--- config.mk ---
export PLATFORM = sky130hd
export DESIGN_NAME = gray_counter
export DESIGN_NICKNAME = d
export VERILOG_FILES = /design/src/rtl/gray_pkg.sv /design/src/rtl/gray2bin_n.sv /design/src/rtl/gray_counter.sv
export SDC_FILE = /design/constraint.sdc
export NUM_CORES = 1
export LEC_CHECK = 0
export ABC_AREA = 1
export CAP_MARGIN = 20
export CORE_MARGIN = 8
export CORE_UTILIZATION = 25
export DETAILED_ROUTE_END_ITERATION = 16
export GPL_TIMING_DRIVEN = 0
export PLACE_DENSITY = 0.49
export SYNTH_ARGS = -nofsm -noshare
export SYNTH_HDL_FRONTEND = slang
export SYNTH_SLANG_ARGS = --single-unit
--- constraint.sdc ---
create_clock -name clk -period 2.79 [get_ports clk]
set_input_delay 0.279 -clock clk [delete_from_list [all_inputs] [get_ports clk]]
set_output_delay 0.279 -clock clk [all_outputs]
set_load 0.005 [all_outputs]
--- src/rtl/gray_pkg.sv ---
// Shared Gray-code constants and width-agnostic converters for counters and pointer sync.
package gray_pkg;

  localparam int GRAY_MAX_WIDTH = 32;

  typedef logic [GRAY_MAX_WIDTH-1:0] gray_word_t;

  // Callers zero-extend narrower words; zero upper bits leave the low bits exact.
  function automatic gray_word_t bin2gray(input gray_word_t b);
    return b ^ (b >> 1);
  endfunction

  function automatic gray_word_t gray2bin(input gray_word_t g);
    gray_word_t b;
    b = g;
    for (int i = GRAY_MAX_WIDTH - 2; i >= 0; i--) begin
      b[i] = g[i] ^ b[i+1];
    end
    return b;
  endfunction

endpackage

--- src/rtl/gray2bin_n.sv ---
// Combinational N-bit Gray-to-binary decoder (prefix XOR from the MSB down).
module gray2bin_n #(
  parameter int WIDTH = 4
) (
  input  logic [WIDTH-1:0] gray,
  output logic [WIDTH-1:0] bin
);

  // Each bit is an independent reduction, so there is no ripple chain between bits.
  generate
    for (genvar gi = 0; gi < WIDTH; gi++) begin : g_bit
      assign bin[gi] = ^gray[WIDTH-1:gi];
    end
  endgenerate

endmodule

--- src/rtl/gray_counter.sv ---
// Up/down binary counter with a registered Gray copy, Gray load and wrap pulse.
// Build with GRAY_CNT_SAT_EN defined for saturating instead of modulo counting.
module gray_counter
  import gray_pkg::*;
#(
  parameter int WIDTH = 4
) (
  input  logic             clk,
  input  logic             rst,
  input  logic             en,
  input  logic             up,
  input  logic             load,
  input  logic [WIDTH-1:0] load_gray,
  output logic [WIDTH-1:0] count_bin,
  output logic [WIDTH-1:0] count_gray,
  output logic             wrap
);

  localparam logic [WIDTH-1:0] ALL_ONES = '1;

  logic [WIDTH-1:0] bin_reg, bin_next;
  logic [WIDTH-1:0] gray_reg, gray_next;
  logic             wrap_reg, wrap_next;
  logic [WIDTH-1:0] load_bin;
  logic [WIDTH-1:0] step_bin;
  logic             at_end;

  gray2bin_n #(.WIDTH(WIDTH)) u_load_dec (
    .gray (load_gray),
    .bin  (load_bin)
  );

  // at_end: the requested step would leave the range in the current direction.
  assign at_end   = up ? (bin_reg == ALL_ONES) : (bin_reg == '0);
  assign step_bin = up ? (bin_reg + WIDTH'(1)) : (bin_reg - WIDTH'(1));

  always_comb begin
    bin_next  = bin_reg;
    gray_next = gray_reg;
    wrap_next = 1'b0;
    if (load) begin
      bin_next  = load_bin;
      gray_next = load_gray;
    end else if (en) begin
`ifdef GRAY_CNT_SAT_EN
      if (at_end) begin
        wrap_next = 1'b1;
      end else begin
        bin_next = step_bin;
      end
`else
      bin_next  = step_bin;
      wrap_next = at_end;
`endif
      // Encoding the next binary value keeps the Gray bus a pure flop output.
      gray_next = WIDTH'(bin2gray(GRAY_MAX_WIDTH'(bin_next)));
    end
  end

  always_ff @(posedge clk) begin
    if (rst) begin
      bin_reg  <= '0;
      gray_reg <= '0;
      wrap_reg <= 1'b0;
    end else begin
      bin_reg  <= bin_next;
      gray_reg <= gray_next;
      wrap_reg <= wrap_next;
    end
  end

  assign count_bin  = bin_reg;
  assign count_gray = gray_reg;
  assign wrap       = wrap_reg;

endmodule

After elaboration in Yosys (flattened, before gate mapping)
Index checks and enable logic that the tools add are counted.
{ "op_classes": {"addsub": 2, "eq_ne": 1, "mux": 6, "bitwise": 2, "reduce_logical": 6} }
{ "op_table": {"columns": ["cell", "n"], "rows": [
  ["$mux W4", 5],
  ["$add A4 B1 Y4 const B", 1],
  ["$eq A4 B4 Y1 const B", 1],
  ["$logic_not A4 Y1", 1],
  ["$reduce_xor A4 Y1", 1],
  ["$sub A4 B1 Y4 const B", 1],
  ["$xor A4 B3 Y4", 1],
  ["$reduce_or A3 Y1", 1],
  ["$reduce_xor A3 Y1", 1],
  ["$reduce_bool A2 Y1", 1],
  ["$reduce_xor A2 Y1", 1],
  ["$mux W1", 1],
  ["$not A1 Y1", 1]
]} }
{ "totals": {"ff_bits": 9, "inputBits": 9, "output_inout_bits": 9} }

Logic depth before layout (Yosys ltp)
{ "depth": {"depth_word": 5, "ltp_mapped": 11} }

By module
A second synthesis with hierarchy kept.
{ "hier_totals": {"hier_cells": 105, "hier_area_um2": 670.6} }
{ "modules_own_cells": {"columns": ["module", "instances", "cells_per_inst", "area_each_um2", "seq_area_each_um2"], "rows": [
  ["gray_counter", 1, 84, 580.6, 180.2],
  ["gray2bin_n", 1, 21, 90.1, 0.0]
]} }

Worst setup path before layout
No wires, ideal clock.
{ "synth_timing": {"path_type": "input to register", "start": "input up", "end": "register gray_reg[2], in the netlist count_gray[2]", "arrival_ps": 1237, "path_slack_ps": 1444, "cell_stages": 10, "path_buffers": 0, "cell_sequence": "inv_2 fa_1 inv_1 nand2_1 nand2_1 nor2_1 nand3_1 nand3_1 nand2_1 inv_1"} }
{ "synth_between": {"elab_chain_len": 4} }
{ "synth_lines": {"columns": ["element", "line", "source"], "rows": [
  ["start, declared", "gray_counter.sv:11", "input logic up,"],
  ["$mux W4", "gray_counter.sv:35", "assign step_bin = up ? (bin_reg + WIDTH'(1)) : (bin_reg - WIDTH'(1));"],
  ["$xor A4 B3 Y4", "gray_pkg.sv:10", "return b ^ (b >> 1);"],
  ["$mux W4", "gray_counter.sv:44", "end else if (en) begin"],
  ["$mux W4", "gray_counter.sv:41", "if (load) begin"],
  ["end signal, assigned", "gray_counter.sv:67", "gray_reg <= gray_next;"],
  ["end, declared", "gray_counter.sv:22", "logic [WIDTH-1:0] gray_reg, gray_next;"]
]} }
No other way between the ends. The select of a mux whose other input is x is not followed.
A chain may end at the register's enable or synchronous reset.

Worst setup path in the final report
Same ends and word-level chain as after synthesis.

==> flow_summary_export.csv <==
group,metric,value,unit
outcome,status,"finished, final reports clean",
cells_and_area,final_cell_mix,"nand2_1, clkdlybuf4s50_1, inv_1",
setup_path,cp_common_cell,"nand2_1",
floorplanning,die_h,64.24,um
logic_synthesis,netlist_area,581.8,sq um
cts,clockRootBuffer,"clkbuf_4",
logic_synthesis,ys_seq_area_share,27.53,%
global_routing,grt_pass1_wl,2691,um
place,dp.final_hpwl,1213,um
setup_path,rr_worst_depth,9,
logic_synthesis,synth_top_area_cell,"dfxtp_1",
floorplanning,fp.dieW,64.24,um
detailed_routing,drt-initial-drc-count,18,
cts,post_cts_buffers,0,
global_routing,grt_max_degree,11,
global_routing,grt_usage,7.739,%
floorplanning,die-area,4127,sq um
floorplanning,rows,17,
setup_path,crit_fanout,4,
sta,worstMarginPinSlew,0.2726,ns
cts,cts.path.max_buffers,2,
sta,hold_violations,0,
place,io_buffers,17,
place,dp_slack,0.8280,ns
setup_path,critPathKind,"in -> reg",
detailed_routing,avgViaCountPerCell,4.481,
sta,relSlewSlack,81.81,%
cts,cts_resized,0,
worst_hold_path,hp-class,"reg -> reg",
cells_and_area,final_nets,119,
cells_and_area,area_growth,39.14,%
detailed_routing,dr.pass1.iters,4,
global_routing,antenna_found_initial,0,
detailed_routing,wl,1435,um
cells_and_area,layout_commonest_cell,"nand2_1",
cts,clk_pin_slew,0.06,ns
detailed_routing,wl_per_cell,10.79,um
logic_synthesis,synth.net_count,97,
global_routing,grt_pass1_vias,630,
detailed_routing,drc,0,
setup_path,setup.worst_path.end,"count_gray[2]",
sta,rsz0062_at_grt,"no",
logic_synthesis,avgSynthCellArea,6.845,sq um
floorplanning,initial_core_util,26.30,%
setup_path,crit_start,"up",
cells_and_area,drive_gt1_share,9.524,%
place,gp_congestion,0.8132,
sta,setup_viol,0,
cts,cts_sinks,8,
power,finalPower,0.3577,mW
sta,clock_skew,0.008036,ns
cts,cts-htree-levels,1,
power,leakage,0.3743,nW
logic_synthesis,ys_ff_latch,8,
setup_path,worstSetupEndpointType,"flip-flop",
detailed_routing,dr_total_vias,596,
detailed_routing,ant_nets,0,
cts,clock_latency,0.26,ns
setup_path,r2r_slack,1.35,ns
setup_path,crit_arrival,1.84,ns
sta,hold_slack,0.4966,ns
logic_synthesis,ys_warn_count,0,
power,ir_drop,0.2158,mV
cells_and_area,stdcell_count,133,
floorplanning,ios,18,
sta,fmax,596.3,MHz
setup_path,cp-start-kind,"input pin",
sta,slew_violations,0,
sta,setup_slack,1.113,ns
cells_and_area,antenna-diode-count,0,
global_routing,grt_overflow,0,
logic_synthesis,netlist_instances,85,
logic_synthesis,synth_top_area_share,27.53,%
setup_path,critPathRequiredTime,2.95,ns
sta,layout_min_cycle_time,1.677,ns
floorplanning,core_area,2212,sq um
logic_synthesis,synthTopCellsByArea,"dfxtp_1, nand2_1, inv_1",
place,placed_cells,130,
cts,cts_hold_buf,0,
power,powerDensity,441.9,nW/um^2
logic_synthesis,ys_types,26,
cts,cts_buffers,3,
setup_path,rr_endpoint,"count_gray[2]",
cts,cts_tree,"built",
setup_path,worstReg2RegStart,"count_bin[1]",
sta,finalCritPeriodShare,60.11,%
sta,tns,0,ns
setup_path,crit_path_top_delay_cell,"clkdlybuf4s50_1",
setup_path,max_stage_delay,0.49,ns
cells_and_area,largest_reg_flops,4,
setup_path,worstPathCellList,"clkdlybuf4s50_1 > inv_2 > fa_1 > inv_1 > nand2_1 > nand2_1 > nor2_1 > nand3_1 > nand3_1 > nand2_1 > inv_1",
run,drv_cap,0,
## cell usage after synthesis
library cell and count:
a21oi_1 4, a21oi_4 1, a22oi_1 3, a31oi_1 1, buf_4 1, buf_6 1, dfxtp_1 8, fa_1 1
ha_1 2, inv_1 13, inv_2 1, inv_4 1, nand2_1 23, nand2_4 1, nand3_1 6, nand4_1 1
nor2_1 3, nor2_2 1, nor3_1 1, o211ai_1 1, o21ai_0 1, o21ai_1 4, o22ai_1 2, or2_1 1
xnor2_1 1, xor2_1 2
## through the flow
stage / util [%] / cell area (sq um)
4_1_cts: 36.60 / 809.5
5_1_grt: 36.60 / 809.5
3_5_place_dp: 35.58 / 787.0
3_3_place_gp: 35.58 / 787.0
2_1_floorplan: - / 581.8
6_report: 36.60 / 809.5
## cell type report
cell class,instances,area [sq um]
plain buffers,2,18.77
clock buffers,3,22.52
fillers,258,1403
repair buffers,17,170.2
inverters,15,58.81
multi-input cells,60,344.1
well taps,28,35.03
flip-flops and latches,8,160.2
## critical path: cells and delay by family
family / cells / cell delay, ns
buf+inv: 4 / 0.66
simple gates: 6 / 0.46
fa+ha+maj: 1 / 0.44
## layer usage
layer | global-route usage, % | part of all wire, % | vias up
li1 | - | - | 316
met1 | 9.263 | 45 | 268
met2 | 12.80 | 49 | 12
met3 | 3.484 | 5.6 | 0
met4 | 0.8174 | 0 | 0
met5 | 0 | 0 | -
## kinds of logic (layout without fill, tap and decap cells)
group | Yosys count | count (layout) | share of synthesized area (%)
adder cells (fa/ha/maj) | 3 | 3 | 7.741
XOR/XNOR | 3 | 3 | 4.517
buffers and inverters | 17 | 37 | 13.33
flip-flops | 8 | 8 | 27.53
AND/OR/NAND/NOR | 37 | 37 | 27.96
AO/OA/AOI/OAI | 17 | 17 | 18.93
## worst min-delay path by stage
| stage | from | to | slack, ns | cells past startpoint |
|---|---|---|---|---|
| 2_1_floorplan | rst | count_bin[0] | 0.35 | 1 |
| 3_3_place_gp | count_gray[0] | count_gray[0] | 0.48 | 2 |
| 3_5_place_dp | count_gray[0] | count_gray[0] | 0.50 | 2 |
| 4_1_cts | count_gray[0] | count_gray[0] | 0.50 | 2 |
| 5_1_grt | count_gray[0] | count_gray[0] | 0.55 | 2 |
| 6_report | count_gray[0] | count_gray[0] | 0.50 | 2 |
## report_power, final
part	switching [mW]	internal, mW	leakage [nW]
clock	0.0413	0.0494	0.0138
combinational	0.0653	0.0659	0.294
sequential	0.0105	0.125	0.0662
Power figures use the tool's default switching activity.
==> variant 1, RTL diff (same flow settings) <==
Register the inputs `en`, `up`, `load` and `load_gray` before use, without a reset. The logic sees them one clock later. Comments in the files are not updated.
--- a/src/rtl/gray_counter.sv
+++ b/src/rtl/gray_counter.sv
@@ -18,6 +18,18 @@
 
   localparam logic [WIDTH-1:0] ALL_ONES = '1;
 
+  logic en_q;
+  logic up_q;
+  logic load_q;
+  logic [WIDTH-1:0] load_gray_q;
+
+  always_ff @(posedge clk) begin
+    en_q        <= en;
+    up_q        <= up;
+    load_q      <= load;
+    load_gray_q <= load_gray;
+  end
+
   logic [WIDTH-1:0] bin_reg, bin_next;
   logic [WIDTH-1:0] gray_reg, gray_next;
   logic             wrap_reg, wrap_next;
@@ -26,22 +38,22 @@
   logic             at_end;
 
   gray2bin_n #(.WIDTH(WIDTH)) u_load_dec (
-    .gray (load_gray),
+    .gray (load_gray_q),
     .bin  (load_bin)
   );
 
   // at_end: the requested step would leave the range in the current direction.
-  assign at_end   = up ? (bin_reg == ALL_ONES) : (bin_reg == '0);
-  assign step_bin = up ? (bin_reg + WIDTH'(1)) : (bin_reg - WIDTH'(1));
+  assign at_end   = up_q ? (bin_reg == ALL_ONES) : (bin_reg == '0);
+  assign step_bin = up_q ? (bin_reg + WIDTH'(1)) : (bin_reg - WIDTH'(1));
 
   always_comb begin
     bin_next  = bin_reg;
     gray_next = gray_reg;
     wrap_next = 1'b0;
-    if (load) begin
+    if (load_q) begin
       bin_next  = load_bin;
-      gray_next = load_gray;
-    end else if (en) begin
+      gray_next = load_gray_q;
+    end else if (en_q) begin
 `ifdef GRAY_CNT_SAT_EN
       if (at_end) begin
         wrap_next = 1'b1;
Formal check against the unedited RTL: not equivalent (Yosys sat finds a counterexample within 4 cycles, from zero or initial values and one cycle with rst high).
==> variant 1 against the unedited design <==
- via count decreased by 3.7%
- global-route usage shrank 1.5 points
- setup slack improved by 0.054 ns
- sequential share of layout area rose by 12 points
- synthesized cell count fell by 1.2%
- hold slack worse by 0.33 ns
- die area is 17% higher
- sequential cell count rose by 7
- clock skew down 0.0047 ns
- cell area up 16%
- synthesized area up 23%
- total power up 41%
- routed wire length up 0.14%
==> variant 1: results (changes against the unedited design) <==
- Share of layout cells above drive strength 1: 0.115 (+0.0201)
- Static Leak: 0.406 nW (+8.3%)
- Leading cell types by count after synthesis: nand2_1, dfxtp_1, inv_1, nand3_1, nor2_1
- Syn nets: 96 (-1.0%)
- Vias in the first global route: 616 (-2.2%)
- Sequential area share after synthesis: 0.421 (+0.146)
- Clk_lat worst skew: 0.28 ns (+0.02 ns)
- H-tree depth: 1 (unchanged)
- Via density per instance: 4.25 (-5.1%)
- Final RePlAce weighted congestion: 0.754 (-7.3%)
- Slowest stage delay, CP: 0.58 ns (+0.09 ns)
- Worst-path maximum fanout: 8 (+4)
- DP Wirelength: 1.15 mm (-5.6%)
- WL final: 1.44 mm (+0.14%)
- Worst clock skew: 0.00331 ns (-0.00472 ns)
- Measured slew at the worst slew-check pin: 0.469 ns (+0.196 ns)
- Outcome: completed
- Reg clk slew, reported paths: 0.08 ns (+0.02 ns)
- First-pass GRT wire length: 2.57 mm (-4.6%)
- Power Internal: 0.358 mW (+49%)
- Nets: 117 (-1.7%)
- All-Layer GR Usage: 0.0626 (-0.0148)
- Min-Delay Path Class: in -> reg
- Synth top area cells: dfxtp_1, nand2_1, inv_1
- PortBufs: 16 (-1)
==> variant 1: layout make-up <==
class / instances / area (sq um)
multi-input combinational: 56 / 337
timing repair buffer: 16 / 160
tap: 31 / 38.8
sequential: 15 / 300
clock buffer: 4 / 26.3
inverter: 10 / 37.5
buffer: 3 / 38.8
fill: 294 / 1800
==> variant 1: worst paths after layout <==
path | start | end | slack (ns) | depth (start not counted)
max | count_bin[0] | count_bin[0] | 1.17 | 1
min | rst | count_gray[2] | 0.17 | 2
max reg2reg | count_bin[0] | count_gray[2] | 1.17 | 6
min reg2reg | count_gray[0] | count_gray[0] | 0.49 | 2
==> variant 1: logic make-up (layout without fill, tap and decap cells) <==
family,count (synthesis),after routing,share of synthesized area
AND/OR/NAND/NOR,32,32,0.212
AO/OA/AOI/OAI,16,16,0.135
flip-flops,15,15,0.421
buffers and inverters,13,33,0.107
XOR/XNOR,5,5,0.0614
adder cells (fa/ha/maj),3,3,0.0632
==> variant 1: stage by stage <==
step	instance area [sq um]	setup WS, ns	instances	hold WS (ns)	total power [mW]
2_1_floorplan	713	1.34	84	0.307	0.337
3_3_place_gp	912	1.18	131	0.460	0.389
3_5_place_dp	912	1.16	131	0.456	0.391
4_1_cts	938	1.14	135	0.156	0.513
5_1_grt	938	1.04	135	0.150	0.542
6_report	938	1.17	135	0.165	0.503
==> variant 1: power groups by stage <==
stage          combinational, mW  sequential, mW  clock [mW]
2_1_floorplan             0.0870           0.250           0
3_3_place_gp               0.137           0.252           0
3_5_place_dp               0.139           0.252           0
4_1_cts                    0.140           0.247       0.126
5_1_grt                    0.156           0.250       0.136
6_report                   0.137           0.247       0.119
==> variant 1: per-layer routing <==
layer  vias up  track usage  share of wire
met5         -            0              0
met4         0       0.0342          0.019
met3         4       0.0200          0.050
met2        13        0.108           0.45
met1       244       0.0659           0.48
li1        313            -              -
==> variant 2, RTL diff (config.mk and constraints unchanged) <==
Without the edit above. The option `GRAY_CNT_SAT_EN` is turned on by a define.
--- a/src/rtl/gray_counter.sv
+++ b/src/rtl/gray_counter.sv
@@ -1,5 +1,7 @@
 // Up/down binary counter with a registered Gray copy, Gray load and wrap pulse.
 // Build with GRAY_CNT_SAT_EN defined for saturating instead of modulo counting.
+`define GRAY_CNT_SAT_EN
+
 module gray_counter
   import gray_pkg::*;
 #(
Function: changed (a bounded check fails within 4 cycles, from zero or initial values and one cycle with rst high).
==> variant 2 against the unedited design <==
- count of clock-buffer cells in the layout unchanged
- cell area grew 6.0%
- setup slack got worse by 0.21 ns
- synthesized area grew 9.7%
- total power grew 5.6%
- sequential cell count is the same
- routed wire length is 19% higher
- largest cell class unchanged
==> variant 2: results (changes against the unedited design) <==
- Clock root cell: clkbuf_4
- Initial drt markers: 25 (+7)
- Max IR drop VDD: 217 uV (+0.62%)
- Max reg flops: 4 (unchanged)
- Reg clk slew, reported paths: 0.06 ns (about the same)
- H-tree depth: 1 (unchanged)
- Leading cell types by count after synthesis: nand2_1, inv_1, nor2_1, dfxtp_1
- Relative slew slack: 0.809 (-0.00866)
- Pre-antenna DRT Iters: 5 (+1)
- Syn nets: 115 (+19%)
- CTS buffer count: 3 (unchanged)
- Dpl cells: 149 (+15%)
- Gate Count Post-Synth: 103 (+21%)
- Crit path DAT: 2.09 ns (+0.25 ns)
- Synth warn: 0 (unchanged)
- PortBufs: 16 (-1)
- Share of layout cells above drive strength 1: 0.0984 (+0.00312)
- Clk_lat worst skew: 0.26 ns (about the same)
- First-pass GRT wire length: 2.90 mm (+7.9%)
- Dpl ws: 0.611 ns (-0.217 ns)
- Fill count: 281 (+8.9%)
- Static Leak: 0.417 nW (+11%)
- Via density per instance: 4.56 (+1.7%)
- Worst-path maximum fanout: 4 (unchanged)
- Synth top area cells: dfxtp_1, nand2_1, inv_1
- Sequential area share after synthesis: 0.251 (-0.0243)
- CTS Buffer Depth: 2 (unchanged)
- Post-CTS Setup Bufs: 0 (unchanged)
- Vias in the first global route: 667 (+5.9%)
- Synth Flop Type: dfxtp_1
- Pin count of the biggest net entering global routing: 11 (unchanged)
- WL final: 1.71 mm (+19%)
- Worst clock skew: 0.00792 ns (-0.000119 ns)
- Antenna Nets Post-Route: 0 (unchanged)
- Cts repair resizes: 0 (unchanged)
- Nets: 136 (+14%)
- Yosys cell types: 23 (-12%)
- All-Layer GR Usage: 0.0828 (+0.00543)
- Routed vias: 693 (+16%)
- Ys async rst share: 0 (unchanged)
- Antenna violations before repair: 0 (unchanged)
- Outcome: completed
- Ant. Diodes: 0 (unchanged)
- DP Wirelength: 1.40 mm (+16%)
- Final RePlAce weighted congestion: 0.807 (-0.71%)
- Placed instance area: 836 sq um (+6.2%)
- Min-Delay Path Class: in -> reg
==> variant 2: cell count changes in the layout (fill, tap and decap cells not counted), moves of 2 or more <==
cell     delta
a22oi_1     -2
inv_1       +5
nand2_1     +4
nand3_2     +2
nor2_1     +12
o21ai_0     +4
o21ai_1     -4
o22ai_1     -2
==> variant 2: cells by family (layout without fill, tap and decap cells) <==
group / count (synthesis) / count (layout) / share of synthesized area
simple gates: 55 / 55 / 0.386
buf+inv: 20 / 39 / 0.129
compound gates: 15 / 15 / 0.135
flops: 8 / 8 / 0.251
fa+ha+maj: 3 / 3 / 0.0706
xor+xnor: 2 / 2 / 0.0275
==> variant 2: worst paths after layout <==
kind | from | to | slack, ns | cells after the start
max | up | count_gray[2] | 0.90 | 11
min | load | count_bin[0] | 0.37 | 3
max reg2reg | count_bin[0] | count_gray[1] | 0.96 | 10
min reg2reg | count_gray[2] | count_gray[2] | 0.55 | 2
==> variant 2: final cells by class <==
type	instances	area, sq um	share of cell area
multi-input combinational	75	395	0.461
sequential	8	160	0.187
timing repair buffer	16	160	0.187
inverter	18	67.6	0.0787
tap	30	37.5	0.0437
clock buffer	3	22.5	0.0262
buffer	2	15.0	0.0175
==> variant 2: worst max-delay path, cell delays in order <==
cell and delay [ns]:
clkdlybuf4s50_1 0.57, inv_1 0.09, ha_1 0.34, or2_2 0.29, nand2_1 0.08, nand2_1 0.05
nand3_1 0.12, nand2_1 0.06, nand2_1 0.05, nand2_1 0.05, a21oi_1 0.10
==> variant 2: where the power goes <==
group / switching (mW) / internal, mW / leakage [nW] / total (mW)
sequential: 0.0129 / 0.125 / 0.0662 / 0.138
clock: 0.0427 / 0.0495 / 0.0138 / 0.0922
combinational: 0.0773 / 0.0700 / 0.337 / 0.147
total: 0.133 / 0.245 / 0.417 / 0.378
==> variant 2: per-layer routing <==
layer,up-vias,global-route usage,part of all wire
met4,0,0.0160,0.0029
met5,-,0,0
met2,16,0.121,0.44
met3,2,0.0554,0.096
li1,360,-,-
met1,315,0.0990,0.46
